===== config.mk =====
export PLATFORM = sky130hd
export DESIGN_NAME = audio_mixer_n
export DESIGN_NICKNAME = d
export VERILOG_FILES = /design/src/rtl/audio_pkg.sv /design/src/rtl/sigma_delta_dac.sv /design/src/rtl/audio_mixer_n.sv
export SDC_FILE = /design/constraint.sdc
export NUM_CORES = 1
export LEC_CHECK = 0
export ABC_CLOCK_PERIOD_IN_PS = 11400
export BUFFER_PORTS_ARGS = -buffer_cell sky130_fd_sc_hd__buf_4
export CORE_ASPECT_RATIO = 1.4
export CORE_MARGIN = 8
export CORE_UTILIZATION = 60
export DETAILED_ROUTE_END_ITERATION = 16
export GPL_ROUTABILITY_DRIVEN = 0
export MAX_ROUTING_LAYER = met4
export PLACE_DENSITY = 0.92
export SYNTH_ARGS = -nofsm -noshare
export SYNTH_HDL_FRONTEND = slang
export SYNTH_SLANG_ARGS = --single-unit
export TNS_END_PERCENT = 30

===== constraint.sdc =====
create_clock -name clk28 -period 11.4 [get_ports clk28]
set_clock_uncertainty 0.05 [all_clocks]
set_input_delay 1.14 -clock clk28 [delete_from_list [all_inputs] [get_ports clk28]]
set_output_delay 1.14 -clock clk28 [all_outputs]
set_load 0.02 [all_outputs]

===== src/rtl/audio_pkg.sv =====
// Shared types and fixed source levels for the audio mixer.
// Latency: n/a (types and constants only).
// Backpressure: n/a.
package audio_pkg;

    typedef enum logic [1:0] {
        PAN_OFF = 2'b00,
        PAN_L   = 2'b01,
        PAN_R   = 2'b10,
        PAN_LR  = 2'b11
    } pan_t;

    localparam logic [7:0] MIX_LVL_BEEPER   = 8'h60;
    localparam logic [7:0] MIX_LVL_TAPE_OUT = 8'h18;
    localparam logic [7:0] MIX_LVL_TAPE_IN  = 8'h18;

    function automatic logic [7:0] atten(input logic [7:0] smp, input logic [1:0] shift);
        return smp >> shift;
    endfunction

endpackage


===== src/rtl/sigma_delta_dac.sv =====
// First-order sigma-delta modulator; the adder carry is the output bitstream.
// Latency: din affects dout on the next clk28 edge.
// Backpressure: none, consumes din every cycle.
module sigma_delta_dac #(
    parameter int W = 8
) (
    input  logic         clk28,
    input  logic         usrrst_n,
    input  logic [W-1:0] din,
    output logic         dout
);

    logic [W-1:0] err;
    logic [W:0]   sum;

    assign sum = {1'b0, err} + {1'b0, din};

    always_ff @(posedge clk28 or negedge usrrst_n) begin
        if (!usrrst_n) begin
            err  <= '0;
            dout <= 1'b0;
        end else begin
            err  <= sum[W-1:0];
            dout <= sum[W];
        end
    end

endmodule


===== src/rtl/audio_mixer_n.sv =====
// Time-multiplexed stereo mixer (CH_COUNT PCM + beeper/tape) feeding two sigma-delta DACs; MIXER_CLIP_EN adds saturation.
// Latency: input to mix at most CH_COUNT+4 cycles, mix to DAC one cycle.
// Backpressure: none, each input is sampled in its own slot only.
module audio_mixer_n #(
    parameter int CH_COUNT = 4,
    parameter int HEADROOM = 1
) (
    input  logic                  clk28,
    input  logic                  usrrst_n,
    input  logic                  en,
    input  logic [CH_COUNT*8-1:0] ch_data,
    input  logic [CH_COUNT*2-1:0] ch_gain,
    input  logic [CH_COUNT*2-1:0] ch_pan,
    input  logic                  beeper,
    input  logic                  tape_out,
    input  logic                  tape_in,
    output logic                  dac_l,
    output logic                  dac_r,
    output logic                  mix_strobe,
    output logic                  clip
);

    import audio_pkg::*;

    localparam int P      = CH_COUNT + 4;
    localparam int ACC_W  = 8 + $clog2(CH_COUNT + 3);
    localparam int SLOT_W = $clog2(P);

    localparam logic [SLOT_W-1:0] SLOT_BEEP  = SLOT_W'(CH_COUNT);
    localparam logic [SLOT_W-1:0] SLOT_TOUT  = SLOT_W'(CH_COUNT + 1);
    localparam logic [SLOT_W-1:0] SLOT_TIN   = SLOT_W'(CH_COUNT + 2);
    localparam logic [SLOT_W-1:0] SLOT_LATCH = SLOT_W'(P - 1);

    logic [SLOT_W-1:0] slot;
    logic [ACC_W-1:0]  acc_l, acc_r;
    logic [7:0]        mix_l, mix_r;
    logic [7:0]        term;
    logic              to_l, to_r;
    logic [7:0]        scl_l, scl_r;
    pan_t              pan;

    // Select the single source owning the current slot.
    always_comb begin
        term = 8'h00;
        to_l = 1'b0;
        to_r = 1'b0;
        pan  = PAN_OFF;
        for (int i = 0; i < CH_COUNT; i++) begin
            if (slot == SLOT_W'(i)) begin
                pan  = pan_t'(ch_pan[2*i +: 2]);
                term = atten(ch_data[8*i +: 8], ch_gain[2*i +: 2]);
                to_l = pan[0];
                to_r = pan[1];
            end
        end
        if (slot == SLOT_BEEP) begin
            term = beeper ? MIX_LVL_BEEPER : 8'h00;
            to_l = 1'b1;
            to_r = 1'b1;
        end
        if (slot == SLOT_TOUT) begin
            term = tape_out ? MIX_LVL_TAPE_OUT : 8'h00;
            to_l = 1'b1;
            to_r = 1'b1;
        end
        if (slot == SLOT_TIN) begin
            term = tape_in ? MIX_LVL_TAPE_IN : 8'h00;
            to_l = 1'b1;
            to_r = 1'b1;
        end
        if (!en) begin
            term = 8'h00;
        end
    end

`ifdef MIXER_CLIP_EN
    logic [ACC_W-1:0] shf_l, shf_r;
    logic             sat_l, sat_r;

    assign shf_l = acc_l >> HEADROOM;
    assign shf_r = acc_r >> HEADROOM;
    assign sat_l = shf_l > ACC_W'(255);
    assign sat_r = shf_r > ACC_W'(255);
    assign scl_l = sat_l ? 8'hFF : shf_l[7:0];
    assign scl_r = sat_r ? 8'hFF : shf_r[7:0];

    always_ff @(posedge clk28 or negedge usrrst_n) begin
        if (!usrrst_n) begin
            clip <= 1'b0;
        end else if (slot == SLOT_LATCH) begin
            clip <= sat_l | sat_r;
        end
    end
`else
    // Top byte of an accumulator sized for the worst-case sum can never exceed 255.
    assign scl_l = acc_l[ACC_W-1 -: 8];
    assign scl_r = acc_r[ACC_W-1 -: 8];
    assign clip  = 1'b0;
`endif

    always_ff @(posedge clk28 or negedge usrrst_n) begin
        if (!usrrst_n) begin
            slot       <= '0;
            acc_l      <= '0;
            acc_r      <= '0;
            mix_l      <= 8'h00;
            mix_r      <= 8'h00;
            mix_strobe <= 1'b0;
        end else begin
            mix_strobe <= (slot == SLOT_LATCH);
            if (slot == SLOT_LATCH) begin
                slot  <= '0;
                acc_l <= '0;
                acc_r <= '0;
                mix_l <= scl_l;
                mix_r <= scl_r;
            end else begin
                slot <= slot + 1'b1;
                if (to_l) begin
                    acc_l <= acc_l + ACC_W'(term);
                end
                if (to_r) begin
                    acc_r <= acc_r + ACC_W'(term);
                end
            end
        end
    end

    sigma_delta_dac #(.W(8)) u_dac_l (
        .clk28    (clk28),
        .usrrst_n (usrrst_n),
        .din      (mix_l),
        .dout     (dac_l)
    );

    sigma_delta_dac #(.W(8)) u_dac_r (
        .clk28    (clk28),
        .usrrst_n (usrrst_n),
        .din      (mix_r),
        .dout     (dac_r)
    );

endmodule

==> summary.txt, run 1 <==
CTS
  • Post-cts gate resize count: 0
  • CTS Hold Bufs: 0
  • Clk Tree Root Cell: clkbuf_8
  • CTS sink count: 60
  • H-tree Lvls: 3
  • Num CTS Buffers: 9
  • # Post-CTS Setup Buffers: 0
  • Clock buffer depth: 2
  • Worst-path clk slew: 0.07 ns
  • Skew-Pair Late Insertion Delay: 0.34 ns
  • CTS tree: yes

Synthesis
  • Ys flop type: dfrtp_1
  • Syn_area_per_cell: 9.64 µm²
  • Yosys warns: 0
  • Synth Instances: 489
  • Main combinational cell family by area after synthesis: compound AO/OA/AOI/OAI gates
  • Synthesized area: 4720 µm²
  • Compound-gate portion of the synthesized area: 20.8%
  • Number of synthesized flops with an enable pin: 0
  • Synthesized Nets: 581
  • Xor and xnor fraction of the mapped netlist area: 4.27%
  • FF+latch count, synth: 60
  • Synth unique cells: 78
  • Simple-Gate Fraction of Synth Area: 13.6%
  • Seq/Total Area, Yosys: 31.8%
  • Post-synthesis mux area share: 13.1%
  • Adder-cell area share of the yosys netlist: 10.9%
  • Post-synth ARST share: 100%

Placed design
  • Area after DPL: 5130 µm²
  • HPWL Detailed: 8.73 mm
  • Port Buffer Count: 56

Timing
  • Sum of negative setup slack: 0 ns
  • Slew HR: 33.0%
  • Unrepaired setup endpoints after global routing: false
  • Peak Freq: 219 MHz
  • Period utilisation layout: 40.0%
  • Worst-margin pin slew: 1.00 ns
  • Final hold viol count: 0
  • Minimum clock period: 4.56 ns
  • Slew Viols, Final: 0
  • Setup Viol. Count Final: 0

Die
  • Die area: 11,000 µm²
  • Starting Density: 61.2%
  • Die height: 121 µm
  • Core area: 7700 µm²
  • Die span in x: 90.9 µm
  • Io pins: 58
  • Cell Rows: 38

Routing
  • Vias: 4,093
  • Remaining antenna violation count: 0
  • Via density: 6.43
  • Routed WL per cell: 18.4 µm
  • Final wirelength: 11.7 mm
  • Pre-antenna DRT Iters: 5
  • Initial DRC count: 384
  • Drt drc: 0

Finish
  • Area growth syn-to-layout: 13.2%
  • Finished Cell Area: 5340 µm²
  • Diode count: 0
  • Fill cells: 585
  • Layout cells sized above 1: 21.2%
  • Fin nets: 624
  • Most common cell after layout, fill and taps aside: dfrtp_1
  • Most frequent cells in the layout: dfrtp_1 (60), buf_4 (58), ha_1 (36), a21oi_1 (35), nand2_1 (35)

Global route
  • Met1 Use GR: 22.7%
  • Initial antenna violation count: 0
  • Tot GR Track Use: 23.0%
  • Overflow left after global routing: 0
  • Met3 Track Usage GR: 4.40%
  • Grt peak-use layer: met2
  • Largest net degree at the start of global routing: 61
  • Vias in the first global route: 4,339
  • Global-route wire length before repair: 20.2 mm
  • Global Route met2 Usage: 41.2%

Critical path
  • R2r endpoint: acc_l[10]$_DFFE_PN0P_
  • CP max FO: 7
  • Cells on worst reg2reg path: 17
  • Worst Setup End Kind: register
  • CP arrival: 4.74 ns
  • Critical Path Source Type: input port
  • Crit Path Category: in -> reg
  • R2r startpoint: slot[0]$_DFF_PN0_
  • Critical Path RT: 11.58 ns
  • R2R setup slack: 6.85 ns

Min path
  • Worst hold endpoint: u_dac_l.err[0]$_DFF_PN0_
  • WHS Path Cells: 1
  • Worst Hold Class: reg -> reg
  • Min-Delay Startpoint: u_dac_l.err[0]$_DFF_PN0_

Power
  • Pleak: 2.46 nW
  • Worst vdd ir: 0.000107 V
  • PD cells: 152 nW/µm²

Job
  • Maximum capacitance violations: 0

Run status
  • Outcome: completed
-- metrics by stage --
stage          instances  setup slack (ns)  power, W  hold slack, ns  utilization (%)
2_1_floorplan        489              7.02  0.000536           0.393                -
3_3_place_gp         621              6.66  0.000591           0.403             66.7
3_5_place_dp         621              6.56  0.000617           0.410             66.7
4_1_cts              637              6.92  0.000819           0.425             69.3
5_1_grt              637              6.42  0.000870           0.451             69.3
6_report             637              6.84  0.000814           0.423             69.3
-- kinds of logic (layout without fill, tap and decap cells) --
group                    after synthesis  in the layout
AO/OA/AOI/OAI                        135            135
XOR/XNOR                              23             23
adder cells (fa/ha/maj)               40             40
buffers and inverters                 57            105
flip-flops                            60             60
multiplexers                          50             50
other                                  1              1
AND/OR/NAND/NOR                      123            123
-- synth_stat cells, types with 3 or more instances --
library cell / n / area share (%)
buf_4: 4 / 0.64
nor3_1: 4 / 0.42
o211ai_1: 5 / 0.80
xnor2_1: 17 / 3.2
o31ai_1: 5 / 0.80
dfrtp_1: 60 / 32
mux4_2: 7 / 3.3
o21bai_1: 6 / 0.96
nor4b_1: 3 / 0.56
ha_1: 36 / 9.6
nand3_1: 8 / 0.85
inv_1: 31 / 2.5
a21o_1: 8 / 1.3
o221ai_1: 7 / 1.3
o21ai_0: 24 / 2.5
nand4_1: 6 / 0.80
nor2_1: 29 / 2.3
buf_6: 3 / 0.72
a21oi_1: 35 / 3.7
buf_1: 4 / 0.32
mux2_2: 19 / 4.5
mux2i_1: 22 / 4.7
xor2_1: 6 / 1.1
nand2b_1: 7 / 0.93
o21a_1: 5 / 0.80
nand3b_1: 3 / 0.48
a31oi_1: 4 / 0.53
a211oi_1: 3 / 0.48
nor4_1: 4 / 0.53
buf_2: 5 / 0.53
clkbuf_1: 10 / 0.80
nand2_1: 35 / 2.8
nor2b_1: 7 / 0.93
-- power by group --
part	total, W	leakage, nW	switching, W	internal [W]
registers	0.000295	0.771	0.0000246	0.000271
logic	0.000322	1.59	0.000168	0.000154
clock network	0.000196	0.102	0.0000844	0.000112
total	0.000814	2.46	0.000277	0.000537
-- registers in the layout (all words and copies together), names as in the netlist --
signal,flops
mix_strobe,1
u_dac_l.err,8
u_dac_l.dout,1
slot,3
u_dac_r.err,8
acc_r,11
acc_l,11
u_dac_r.dout,1
mix_r,8
mix_l,8
-- worst max-delay path, stage by stage --
cell       delay [ns]
buf_4            0.12
or3b_1           0.51
o221ai_1         0.23
o21ai_0          0.11
a211oi_1         0.26
o21ai_0          0.12
a21oi_1          0.24
ha_1             0.26
nand3_1          0.14
nor3b_1          0.23
nand4_1          0.14
o311ai_2         0.12
a2111oi_1        0.12
o31a_1           0.35
or3_1            0.34
mux2_4           0.30
-- area by class of cell --
cell class | instances | area, µm² | area share (%)
Clock buffer | 12 | 155 | 2.91
Clock inverter | 4 | 47.5 | 0.891
Inverter | 31 | 116 | 2.18
Multi-Input combinational cell | 372 | 2960 | 55.4
Sequential cell | 60 | 1500 | 28.1
Tap cell | 100 | 125 | 2.34
Timing Repair Buffer | 58 | 435 | 8.16
-- layer usage --
layer | wire, µm | vias up
met5 | 0 | -
met4 | 566 | 0
met3 | 498 | 54
met2 | 6280 | 174
met1 | 4370 | 1969
li1 | - | 1896
-- how the worst max path moves through the flow --
stage / start / to / slack [ns] / cells after the start
floorplan: ch_gain[1] / acc_l[10]$_DFFE_PN0P_ / 7.02 / 16
global placement: ch_gain[1] / acc_l[10]$_DFFE_PN0P_ / 6.66 / 16
detailed placement: ch_gain[1] / acc_l[10]$_DFFE_PN0P_ / 6.56 / 16
CTS: slot[0]$_DFF_PN0_ / acc_l[10]$_DFFE_PN0P_ / 6.92 / 17
global route: slot[0]$_DFF_PN0_ / acc_l[10]$_DFFE_PN0P_ / 6.42 / 17
finish: ch_gain[1] / acc_l[10]$_DFFE_PN0P_ / 6.84 / 16
Note: power is estimated with default switching activity, not from simulation.
==> inputs of run 2 (changes only) <==
--- a/config.mk
+++ b/config.mk
@@ -5,15 +5,16 @@
 export SDC_FILE = /design/constraint.sdc
 export NUM_CORES = 1
 export LEC_CHECK = 0
-export ABC_CLOCK_PERIOD_IN_PS = 11400
+export ABC_AREA = 1
+export ABC_CLOCK_PERIOD_IN_PS = 4200
 export BUFFER_PORTS_ARGS = -buffer_cell sky130_fd_sc_hd__buf_4
 export CORE_ASPECT_RATIO = 1.4
 export CORE_MARGIN = 8
-export CORE_UTILIZATION = 60
+export CORE_UTILIZATION = 59
 export DETAILED_ROUTE_END_ITERATION = 16
 export GPL_ROUTABILITY_DRIVEN = 0
 export MAX_ROUTING_LAYER = met4
-export PLACE_DENSITY = 0.92
+export PLACE_DENSITY = 0.91
 export SYNTH_ARGS = -nofsm -noshare
 export SYNTH_HDL_FRONTEND = slang
 export SYNTH_SLANG_ARGS = --single-unit
==> constraint.sdc (replaced) <==
create_clock -name clk28 -period 4.2 [get_ports clk28]
set_clock_uncertainty 0.05 [all_clocks]
set_input_delay 0.42 -clock clk28 [delete_from_list [all_inputs] [get_ports clk28]]
set_output_delay 0.42 -clock clk28 [all_outputs]
set_load 0.02 [all_outputs]
==> run 2 against run 1 <==
Compared with the run above: global-route usage decreased by 0.10 points; non-clock buffer count stayed put; combinational power up 140%; register-to-register slack worse by 6.4 ns; design area rose by 0.38%; hold slack lost 0.34 ns; sequential share of layout area decreased by 0.11 points; die area about the same; sequential power rose to 2.7 times the previous value; cell count is 25% higher; clock power rose to 2.9 times the previous value.
==> summary.txt, run 2 <==
Power
  • Seq pwr share: 36.8%
  • Pleak: 2.95 nW
  • P_int: 0.00137 W
  • Sw Ratio: 35.3%
  • PD cells: 396 nW/µm²
  • Logic gate share of total power: 36.3%
  • Worst vdd ir: 0.000220 V
  • Clock power share: 26.9%
  • P_sw: 0.000749 W

Routing
  • Final wirelength: 12.0 mm
  • Pre-antenna DRT Iters: 6
  • Initial DRC count: 326
  • Remaining antenna violation count: 0
  • Routed WL per cell: 15.1 µm
  • Via density: 5.77
  • Drt drc: 0
  • Vias: 4,580

Min path
  • Worst Hold Class: in -> async

Synthesis
  • Syn_area_per_cell: 7.36 µm²
  • Leading area contributor after synthesis: dfrtp_1
  • Top post-synthesis cells by count: nand2_1 (171), inv_1 (78), dfrtp_1 (60)
  • Share of the synthesized area in the top cell type: 32.4%
  • Synth Instances: 630
  • Seq/Total Area, Yosys: 32.4%
  • Post-synth ARST share: 100%
  • Synthesized Nets: 722
  • Count leader, synth: nand2_1
  • Yosys warns: 0
  • Synth unique cells: 52
  • Top cells by area, synth: dfrtp_1 (32%), nand2_1 (14%), ha_1 (9.7%)
  • Number of synthesized flops with an enable pin: 0
  • Synthesized area: 4630 µm²
  • FF+latch count, synth: 60
  • Ys flop type: dfrtp_1

CTS
  • H-tree Lvls: 3
  • Skew-Pair Late Insertion Delay: 0.35 ns
  • # Post-CTS Setup Buffers: 0
  • Clk Tree Root Cell: clkbuf_8
  • Post-cts gate resize count: 0
  • Worst-path clk slew: 0.08 ns
  • CTS Hold Bufs: 0
  • Clock buffer depth: 2
  • Num CTS Buffers: 9
  • CTS sink count: 60
  • CTS tree: yes

Critical path
  • Worst Setup End Kind: register
  • Critical Path Source Type: register
  • Critical Path RT: 4.38 ns
  • CP max FO: 10
  • Crit Path Category: reg -> reg
  • CP arrival: 3.89 ns

Timing
  • Final hold viol count: 0
  • Period utilisation layout: 88.3%
  • Sum of negative setup slack: 0 ns
  • Slew HR: 50.1%
  • Peak Freq: 270 MHz
  • Minimum clock period: 3.71 ns
  • Slew Viols, Final: 0
  • Unrepaired setup endpoints after global routing: false
  • Hold WS: 0.0814 ns
  • Setup Viol. Count Final: 0
  • Worst-margin pin slew: 0.749 ns

Global route
  • Met1 Use GR: 22.0%
  • Vias in the first global route: 4,778
  • Initial antenna violation count: 0
  • Tot GR Track Use: 22.9%
  • Global Route met2 Usage: 40.1%
  • Met3 Track Usage GR: 4.89%
  • Overflow left after global routing: 0
  • Global-route wire length before repair: 20.3 mm
  • Grt peak-use layer: met2
  • Largest net degree at the start of global routing: 61

Finish
  • Fin nets: 781
  • Area growth syn-to-layout: 15.6%
  • Most frequent cells in the layout: nand2_1 (171), inv_1 (78), dfrtp_1 (60), buf_4 (58), a21oi_1 (44)
  • Fill cells: 601
  • Most common cell after layout, fill and taps aside: nand2_1
  • Top Registers: acc_l: 11 flops, acc_r: 11 flops
  • Diode count: 0
  • Layout cells sized above 1: 19.6%

Placed design
  • Port Buffer Count: 56
  • HPWL Detailed: 9.24 mm

Run status
  • Outcome: completed

Job
  • Maximum capacitance violations: 0

Die
  • Die height: 121 µm
  • Core area: 7700 µm²
  • Die area: 11,000 µm²
  • Die span in x: 90.9 µm
  • Starting Density: 60.2%
  • Cell Rows: 38
  • Io pins: 58
## run 2: cell types whose count changed after synthesis, sizes merged, moves of 13 or more
| cell | change |
|---|---|
| nand2 | +160 |
| mux2 | -21 |
| inv | +57 |
| nand3 | +26 |
| nor2 | +23 |
| mux2i | -22 |
| xnor2 | -13 |
| o21ai | +21 |
## run 2: worst paths after layout
path	from	endpoint	slack (ns)	cells past startpoint
worst max-delay path	slot[2]$_DFF_PN0_	acc_l[7]$_DFFE_PN0P_	0.49	16
worst max register to register	slot[2]$_DFF_PN0_	acc_l[7]$_DFFE_PN0P_	0.49	16
worst min-delay path	usrrst_n	u_dac_r.err[5]$_DFF_PN0_	0.08	1
max in group asynchronous	usrrst_n	u_dac_l.err[4]$_DFF_PN0_	3.52	1
min in group clk28	u_dac_l.err[0]$_DFF_PN0_	u_dac_l.err[0]$_DFF_PN0_	0.43	1
worst min register to register	u_dac_l.err[0]$_DFF_PN0_	u_dac_l.err[0]$_DFF_PN0_	0.43	1
## run 2: stage by stage
step | instances | worst slack [ns] | instance area (µm²) | util, % | total power (W)
finish | 794 | 0.492 | 5360 | 69.6 | 0.00212
global placement | 778 | 0.809 | 5140 | 66.8 | 0.00149
global route | 794 | 0.357 | 5360 | 69.6 | 0.00228
detailed placement | 778 | 0.682 | 5140 | 66.8 | 0.00156
CTS | 794 | 0.632 | 5360 | 69.6 | 0.00213
floorplan | 630 | 1.35 | 4630 | - | 0.00135
## run 2: logic make-up (layout without fill, tap and decap cells)
kind of cell,count (synthesis),after routing,synth area share (%)
buf+inv,99,163,8.50
xor+xnor,13,13,2.46
simple gates,294,294,29.9
flops,60,60,32.4
compound gates,125,125,16.0
fa+ha+maj,38,38,10.6
other cells,1,1,0.0809
## run 2: area by class of cell
cell class                 count  area, µm²  share of cell area [%]
multi-input combinational    471       2740                    51.1
sequential                    60       1500                    28.0
timing repair buffer          58        435                    8.13
inverter                      89        342                    6.38
tap                          100        125                    2.34
clock buffer                   9        124                    2.31
clock inverter                 7       91.3                    1.70
## run 2: layer usage
metal,wire length (µm),up-vias
met5,0,-
li1,-,2178
met1,4440,2128
met3,609,69
met4,722,0
met2,6210,205
## run 2: worst max-delay path, cell delays in order, from the launching register on
cell	delay, ns
dfrtp_1	0.50
inv_4	0.17
ha_1	0.50
inv_1	0.26
nor2_1	0.31
nand3_1	0.15
a41oi_1	0.26
nor2_1	0.12
ha_1	0.37
nand2_1	0.10
inv_1	0.07
a21boi_1	0.20
nand2_2	0.11
nand3_2	0.10
nand3b_1	0.10
nand3_1	0.14
nand2_1	0.09
## run 2: power by group through the flow
stage	Clock (W)	Combinational, W	Sequential (W)
after floorplan	0	0.000571	0.000777
after global placement	0	0.000706	0.000786
after detailed placement	0	0.000766	0.000794
after CTS	0.000573	0.000773	0.000784
after global routing	0.000601	0.000879	0.000797
final	0.000572	0.000770	0.000782
